File: src/rtl/serial_subtractor_if.sv
// serial_subtractor_if
// Handshake and data bundle for the bit-serial subtractor.
//   start      : request, honoured only while the subtractor is idle
//   A, B, Bin  : minuend, subtrahend, borrow-in (captured on acceptance)
//   busy       : subtraction in progress
//   done       : one-cycle pulse when Diff/Bout/V are updated
//   Diff, Bout : difference modulo 2^WIDTH and final borrow-out
//   V          : two's-complement overflow of the subtraction
// Modports: master drives the request side, slave is the subtractor.
interface serial_subtractor_if #(
    parameter int WIDTH = 4
);
    logic             start;
    logic [WIDTH-1:0] A;
    logic [WIDTH-1:0] B;
    logic             Bin;
    logic             busy;
    logic             done;
    logic [WIDTH-1:0] Diff;
    logic             Bout;
    logic             V;

    modport master (
        output start, A, B, Bin,
        input  busy, done, Diff, Bout, V
    );

    modport slave (
        input  start, A, B, Bin,
        output busy, done, Diff, Bout, V
    );
endinterface

File: src/rtl/serial_subtractor.sv
// serial_subtractor
// Bit-serial WIDTH-bit subtractor: Diff = A - B - Bin, one bit per clock,
// LSB first, through a single full-subtractor cell and shift registers.
// Ports:
//   clk : rising-edge clock
//   rst : asynchronous active-high reset
//   bus : serial_subtractor_if.slave (start/A/B/Bin in, busy/done/Diff/Bout/V out)
// A request accepted at edge k is processed on edges k+1..k+WIDTH; results
// and the done pulse appear after edge k+WIDTH, and the FSM is back in IDLE
// in that same cycle, so a new start can be accepted while done is high.
module serial_subtractor #(
    parameter int WIDTH = 4
) (
    input  logic                  clk,
    input  logic                  rst,
    serial_subtractor_if.slave    bus
);
    localparam int CW = $clog2(WIDTH + 1);

    typedef enum logic {
        IDLE = 1'b0,
        RUN  = 1'b1
    } state_t;

    state_t state_reg, state_next;

    logic [WIDTH-1:0] a_sr_reg;
    logic [WIDTH-1:0] b_sr_reg;
    // Only WIDTH-1 partial bits need storing: the final bit goes straight
    // from the cell into Diff on the completion edge.
    logic [WIDTH-2:0] res_sr_reg;
    logic             borrow_reg;
    logic [CW-1:0]    cnt_reg;
    logic             a_msb_reg;
    logic             b_msb_reg;
    logic             done_reg;
    logic [WIDTH-1:0] diff_reg;
    logic             bout_reg;
    logic             v_reg;

    // Full-subtractor cell and derived next values
    logic             bit_a;
    logic             bit_b;
    logic             bit_d;
    logic             borrow_next;
    logic             last_bit;
    logic [WIDTH-1:0] res_next;

    always_comb begin
        bit_a       = a_sr_reg[0];
        bit_b       = b_sr_reg[0];
        bit_d       = bit_a ^ bit_b ^ borrow_reg;
        borrow_next = (~bit_a & bit_b) | (~(bit_a ^ bit_b) & borrow_reg);
        res_next    = {bit_d, res_sr_reg};
        last_bit    = (cnt_reg == CW'(WIDTH - 1));
    end

    // Next-state logic
    always_comb begin
        state_next = state_reg;
        case (state_reg)
            IDLE: begin
                if (bus.start) begin
                    state_next = RUN;
                end
            end
            RUN: begin
                if (last_bit) begin
                    state_next = IDLE;
                end
            end
            default: state_next = IDLE;
        endcase
    end

    // State register
    always_ff @(posedge clk or posedge rst) begin
        if (rst) begin
            state_reg <= IDLE;
        end else begin
            state_reg <= state_next;
        end
    end

    // Datapath and result registers
    always_ff @(posedge clk or posedge rst) begin
        if (rst) begin
            a_sr_reg   <= '0;
            b_sr_reg   <= '0;
            res_sr_reg <= '0;
            borrow_reg <= 1'b0;
            cnt_reg    <= '0;
            a_msb_reg  <= 1'b0;
            b_msb_reg  <= 1'b0;
            done_reg   <= 1'b0;
            diff_reg   <= '0;
            bout_reg   <= 1'b0;
            v_reg      <= 1'b0;
        end else begin
            done_reg <= 1'b0;
            case (state_reg)
                IDLE: begin
                    if (bus.start) begin
                        a_sr_reg   <= bus.A;
                        b_sr_reg   <= bus.B;
                        borrow_reg <= bus.Bin;
                        cnt_reg    <= '0;
                        a_msb_reg  <= bus.A[WIDTH-1];
                        b_msb_reg  <= bus.B[WIDTH-1];
                    end
                end
                RUN: begin
                    a_sr_reg   <= a_sr_reg >> 1;
                    b_sr_reg   <= b_sr_reg >> 1;
                    res_sr_reg <= res_next[WIDTH-1:1];
                    borrow_reg <= borrow_next;
                    cnt_reg    <= cnt_reg + CW'(1);
                    if (last_bit) begin
                        diff_reg <= res_next;
                        bout_reg <= borrow_next;
                        // Overflow only possible when operand signs differ and
                        // the result sign departs from the minuend's.
                        v_reg    <= (a_msb_reg != b_msb_reg) && (bit_d != a_msb_reg);
                        done_reg <= 1'b1;
                    end
                end
                default: ;
            endcase
        end
    end

    assign bus.busy = (state_reg == RUN);
    assign bus.done = done_reg;
    assign bus.Diff = diff_reg;
    assign bus.Bout = bout_reg;
    assign bus.V    = v_reg;
endmodule

File: src/flat_wrapper.sv
// flat-port wrapper written by rule: the top's interface ports become plain ports
module serial_subtractor_flat 
#(
    parameter int WIDTH = 4
)
  (clk, rst, bus_start, bus_A, bus_B, bus_Bin, bus_busy, bus_done, bus_Diff, bus_Bout, bus_V);
  serial_subtractor_if #(.WIDTH(WIDTH)) bus_i ();
  input  logic clk;
  input  logic rst;
  input wire logic [$bits(bus_i.start)-1:0] bus_start;
  input wire logic [$bits(bus_i.A)-1:0] bus_A;
  input wire logic [$bits(bus_i.B)-1:0] bus_B;
  input wire logic [$bits(bus_i.Bin)-1:0] bus_Bin;
  output wire logic [$bits(bus_i.busy)-1:0] bus_busy;
  output wire logic [$bits(bus_i.done)-1:0] bus_done;
  output wire logic [$bits(bus_i.Diff)-1:0] bus_Diff;
  output wire logic [$bits(bus_i.Bout)-1:0] bus_Bout;
  output wire logic [$bits(bus_i.V)-1:0] bus_V;
  assign bus_i.start = bus_start;
  assign bus_i.A = bus_A;
  assign bus_i.B = bus_B;
  assign bus_i.Bin = bus_Bin;
  assign bus_busy = bus_i.busy;
  assign bus_done = bus_i.done;
  assign bus_Diff = bus_i.Diff;
  assign bus_Bout = bus_i.Bout;
  assign bus_V = bus_i.V;
  serial_subtractor #(.WIDTH(WIDTH)) u_core (.clk(clk), .rst(rst), .bus(bus_i));
endmodule
File: config.mk
export PLATFORM = sky130hd
export DESIGN_NAME = serial_subtractor_flat
export DESIGN_NICKNAME = d
export VERILOG_FILES = /design/src/rtl/serial_subtractor_if.sv /design/src/rtl/serial_subtractor.sv /design/src/flat_wrapper.sv
export SDC_FILE = /design/constraint.sdc
export NUM_CORES = 1
export LEC_CHECK = 0
export ABC_AREA = 1
export CAP_MARGIN = 20
export CORE_UTILIZATION = 49
export CTS_CLUSTER_SIZE = 16
export DETAILED_ROUTE_END_ITERATION = 12
export GPL_ROUTABILITY_DRIVEN = 1
export PLACE_DENSITY = 0.85
export SYNTH_ARGS = -nofsm -noshare
export SYNTH_HDL_FRONTEND = slang
export SYNTH_SLANG_ARGS = --single-unit
export TNS_END_PERCENT = 30
File: constraint.sdc
create_clock -name clk -period 1.75 [get_ports clk]
set_clock_uncertainty 0.2 [all_clocks]
set_input_delay 0.35 -clock clk [delete_from_list [all_inputs] [get_ports clk]]
set_output_delay 0.35 -clock clk [all_outputs]
set_load 0.1 [all_outputs]
; ---- After elaboration in Yosys (flattened, before gate mapping)
; Index checks and enable logic that the tools add are counted.
[word_totals]
register_bits = 25
in_bits = 12
[classes]
add_sub_neg = 1
eq_ne = 4
mux = 13
bitwise_logic = 8
n_reduce_logical = 3
[ops]
columns = cell, count
row1 = $pmux 4 s2, 2
row2 = $mux 4, 2
row3 = $pmux 3 s2, 1
row4 = $mux 1, 5
row5 = $pmux 1 s2, 2
row6 = $reduce_and 2->1, 2
row7 = $add 3x1->3 const B, 1
row8 = $eq 3x2->1 const B, 1
row9 = $mux 3, 1
row10 = $not 1->1, 3
row11 = $and 1x1->1, 2
row12 = $ne 1x1->1, 2
row13 = $ne 2x2->1 const B, 1
row14 = $xor 1x1->1, 2
row15 = $logic_and 1x1->1, 1
row16 = $or 1x1->1, 1

; ---- Longest topological paths before layout
[depth]
ltp_word = 5
mapped_depth = 7
depth_no_buf = 7

; ---- Worst setup path after synthesis
; OpenSTA, ideal clock, no wires.
[synth_timing]
kind = reg-to-reg
start = register u_core.state_reg (netlist: u_core.bus.busy)
end = register u_core.bout_reg (netlist: u_core.bus.Bout)
setup_ns = 0.122
t_arrival_ns = 1.467
setup_slack_ns = -0.040
stages_incl_launch_ff = 5
path_buffers = 1
synth_period_minus_slack_ns = 1.790
cell_sequence = dfrtp_1 -> nand2_1 -> buf_4 -> nand2_1 -> o21ai_2
[synth_between]
elab_chain_len = 1
[synth_rtl]
columns = item, line
row1 = from (decl), serial_subtractor.sv:25  ; state_t state_reg, state_next;
row2 = from (signal assigned), serial_subtractor.sv:81  ; state_reg <= state_next;
row3 = $reduce_and 2->1 (no line), -
row4 = to (signal assigned), serial_subtractor.sv:120  ; bout_reg <= borrow_next;
row5 = to (decl), serial_subtractor.sv:38  ; logic bout_reg;
; No other way between the ends.
; A chain may end at the register's enable or synchronous reset.

; ---- Final worst setup path
[layout_timing]
start = register u_core.state_reg (netlist: u_core.bus.busy)
end = output bus_busy
[layout_lines]
columns = item, line
row1 = to (decl), flat_wrapper.sv:14  ; output wire logic [$bits(bus_i.busy)-1:0] bus_busy;
; No word-level cell between the ends.

==> impl_metrics.csv <==
group,metric,value,unit
clock_network,cts_buffers,3,
synthesis,netlist_instances,112,
critical_path,slowest_stage,"dfrtp_2",
clock_network,clk-insertion-delay-late,0.30,ns
power,internal_power,1.50,mW
critical_path,worstReg2RegStart,"u_core.b_sr_reg[0]",
final_layout,finalNonFillerCells,162,
critical_path,critPathCapture,"bus_busy",
clock_network,htreeDepth,1,
global_routing,grt_pass1_vias,766,
clock_network,postCtsSetupRepairBufs,0,
routing,routedWlPerCell,11.3,um
final_layout,final_nets,151,
timing,drv_slew,0,
critical_path,critPathBufInv,1,
critical_path,cp_num_cells,1,
synthesis,synth_nets,127,
timing,finalSetupTns,0,ns
die,boundaryPins,20,
global_routing,grt_use_total,0.178,
global_routing,grt_pass1_wl,3240,um
timing,hold_viol_final,0,
critical_path,cp_top_family,"flip-flops",
global_routing,grt_overflow_total,0,
critical_path,path_cells,"buf_12",
power,p_leak,0.675,nW
clock_network,ctsResizeCount,0,
synthesis,netlist_area,0.00105,mm2
routing,ant_nets,0,
clock_network,cts_buffer_depth,2,
routing,drt_pre_antenna_iters,4,
critical_path,regToRegSetupSlack,0.12,ns
timing,max_freq,607,MHz
placed_design,port_buffers,19,
final_layout,final_layout_size_suffix_gt1_frac,0.148,
timing,period_share,0.942,
final_layout,diodes,0,
synthesis,ys_ff_latch,25,
placed_design,placed_cells,158,
routing,drc,0,
die,die_area,0.00234,mm2
critical_path,crit_fanout,16,
final_layout,area_growth,31.4,%
clock_network,cts-root-buf,"clkbuf_4",
routing,via_per_inst,4.94,
final_layout,finish.utilization,0.698,
clock_network,cts.reportedPaths.clkPinSlew,0.12,ns
critical_path,crit_arrival,1.10,ns
critical_path,reg2reg_depth,7,
global_routing,grt_antenna_before_repair,0,
timing,fin_crit,1.65,ns
synthesis,yosysWarnings,0,
clock_network,clock-sinks,25,
critical_path,r2r_end,"u_core.bus.V",
critical_path,start_kind,"flop",
power,power_density,2080,mW/mm2
placed_design,gp_congestion,0.745,
timing,rsz0062_at_grt,"no",
clock_network,cts-hold-fix-buffers,0,
die,coreArea,0.00198,mm2
job,cap_violations,0,
timing,setup_viol,0,
run_status,status,"completed",
critical_path,critical_path_class,"reg2out",
power,p_comb_frac,0.555,
power,p_sw_frac,0.480,
timing,worstMarginPinSlew,0.309,ns
power,clock_power_share,0.086,
die,start_util,0.531,
routing,totalWireLength,1820,um
die,die_x,48.3,um
routing,drt-initial-drc-count,7,
critical_path,crit_required,1.20,ns
critical_path,startpoint,"u_core.bus.busy",
synthesis,ys_seq_area_frac,0.595,
power,peakVddDrop,1.29,mV
critical_path,cpPeakStageDelay,0.57,ns
die,rows,16,
critical_path,crit_path_end_kind,"output port",
power,p_sw,1.38,mW
routing,vias,800,
clock_network,tritoncts,"done",
placed_design,post-dp-hpwl,1430,um
timing,max_slew_margin,0.794,
global_routing,grt_max_degree,26,
worst_hold_path,hp-class,"in2async",
power,seqPwrFrac,0.359,
die,die_height,48.3,um
synthesis,ys_types,15,
synthesis,synth.avg_cell_area,9.40,um2
-- synthesized netlist by cell type --
| cell | n | area (um2) |
|---|---|---|
| o22ai_1 | 2 | 12.5 |
| o211ai_1 | 3 | 22.5 |
| fa_1 | 1 | 20.0 |
| nor2_2 | 1 | 6.26 |
| ha_1 | 2 | 25.0 |
| buf_6 | 1 | 11.3 |
| nand3_1 | 5 | 25.0 |
| buf_2 | 1 | 5.00 |
| dfrtp_1 | 25 | 626 |
| nand2_1 | 41 | 154 |
| inv_1 | 15 | 56.3 |
| nor2_1 | 3 | 11.3 |
| buf_4 | 1 | 7.51 |
| o21ai_0 | 7 | 35.0 |
| o21ai_2 | 4 | 35.0 |
-- worst min-delay path by stage --
stage / endpoint / slack, ns / cells past startpoint
after floorplan: u_core.a_msb_reg / 0.18 / 1
after global placement: u_core.cnt_reg[1] / 0.26 / 2
after detailed placement: u_core.cnt_reg[1] / 0.28 / 2
after CTS: u_core.bus.Diff[1] / 0.21 / 3
after global routing: u_core.bus.V / 0.22 / 3
final: u_core.bus.Diff[1] / 0.19 / 3
-- layout by cell type (no fill, tap or decap) --
master	synthesis	final
dfrtp_1	25	24
o21ai_2	4	4
ha_1	2	2
o22ai_1	2	2
buf_4	1	3
o211ai_1	3	3
nor2_2	1	1
nor2_1	3	3
dfrtp_2	0	1
buf_12	0	8
nand3_1	5	5
o21ai_0	7	7
fa_1	1	1
clkdlybuf4s50_1	0	11
inv_1	15	15
nand2_1	41	41
clkbuf_1	0	1
clkbuf_4	0	3
-- stage by stage --
step / instance area [um2] / setup slack [ns] / power (mW) / hold WS, ns
5_1_grt: 1380 / 0.0458 / 3.04 / 0.225
3_5_place_dp: 1360 / 0.0941 / 2.67 / 0.280
2_1_floorplan: 1050 / 0.259 / 2.10 / 0.177
3_3_place_gp: 1360 / 0.153 / 2.60 / 0.259
4_1_cts: 1380 / 0.0966 / 2.91 / 0.213
6_report: 1380 / 0.102 / 2.88 / 0.191
-- kinds of logic (layout without fill, tap and decap cells) --
| family | Yosys count | after routing | synth area share |
|---|---|---|---|
| simple gates | 50 | 50 | 0.187 |
| flops | 25 | 25 | 0.595 |
| buf+inv | 18 | 41 | 0.0761 |
| compound gates | 16 | 16 | 0.0999 |
| fa+ha+maj | 3 | 3 | 0.0428 |
-- power groups by stage --
stage | Combinational (mW) | Sequential [mW] | Clock (mW)
2_1_floorplan | 0.573 | 1.52 | 0
3_3_place_gp | 1.56 | 1.04 | 0
3_5_place_dp | 1.62 | 1.05 | 0
4_1_cts | 1.62 | 1.04 | 0.249
5_1_grt | 1.71 | 1.07 | 0.263
6_report | 1.60 | 1.03 | 0.247
-- final cells by class --
| type | instances | area [um2] |
|---|---|---|
| Clock buffer | 4 | 26.3 |
| Fill cell | 145 | 599 |
| Tap cell | 27 | 33.8 |
| Timing Repair Buffer | 22 | 293 |
| Inverter | 15 | 56.3 |
| Multi-Input combinational cell | 69 | 347 |
| Sequential cell | 25 | 627 |
-- layer usage --
metal | global-route usage | wire [um]
met4 | 0.0735 | 21
met2 | 0.331 | 983
met3 | 0.0189 | 61
met1 | 0.208 | 756
met5 | 0 | 0
No activity file was read; power rests on OpenSTA's default activity.
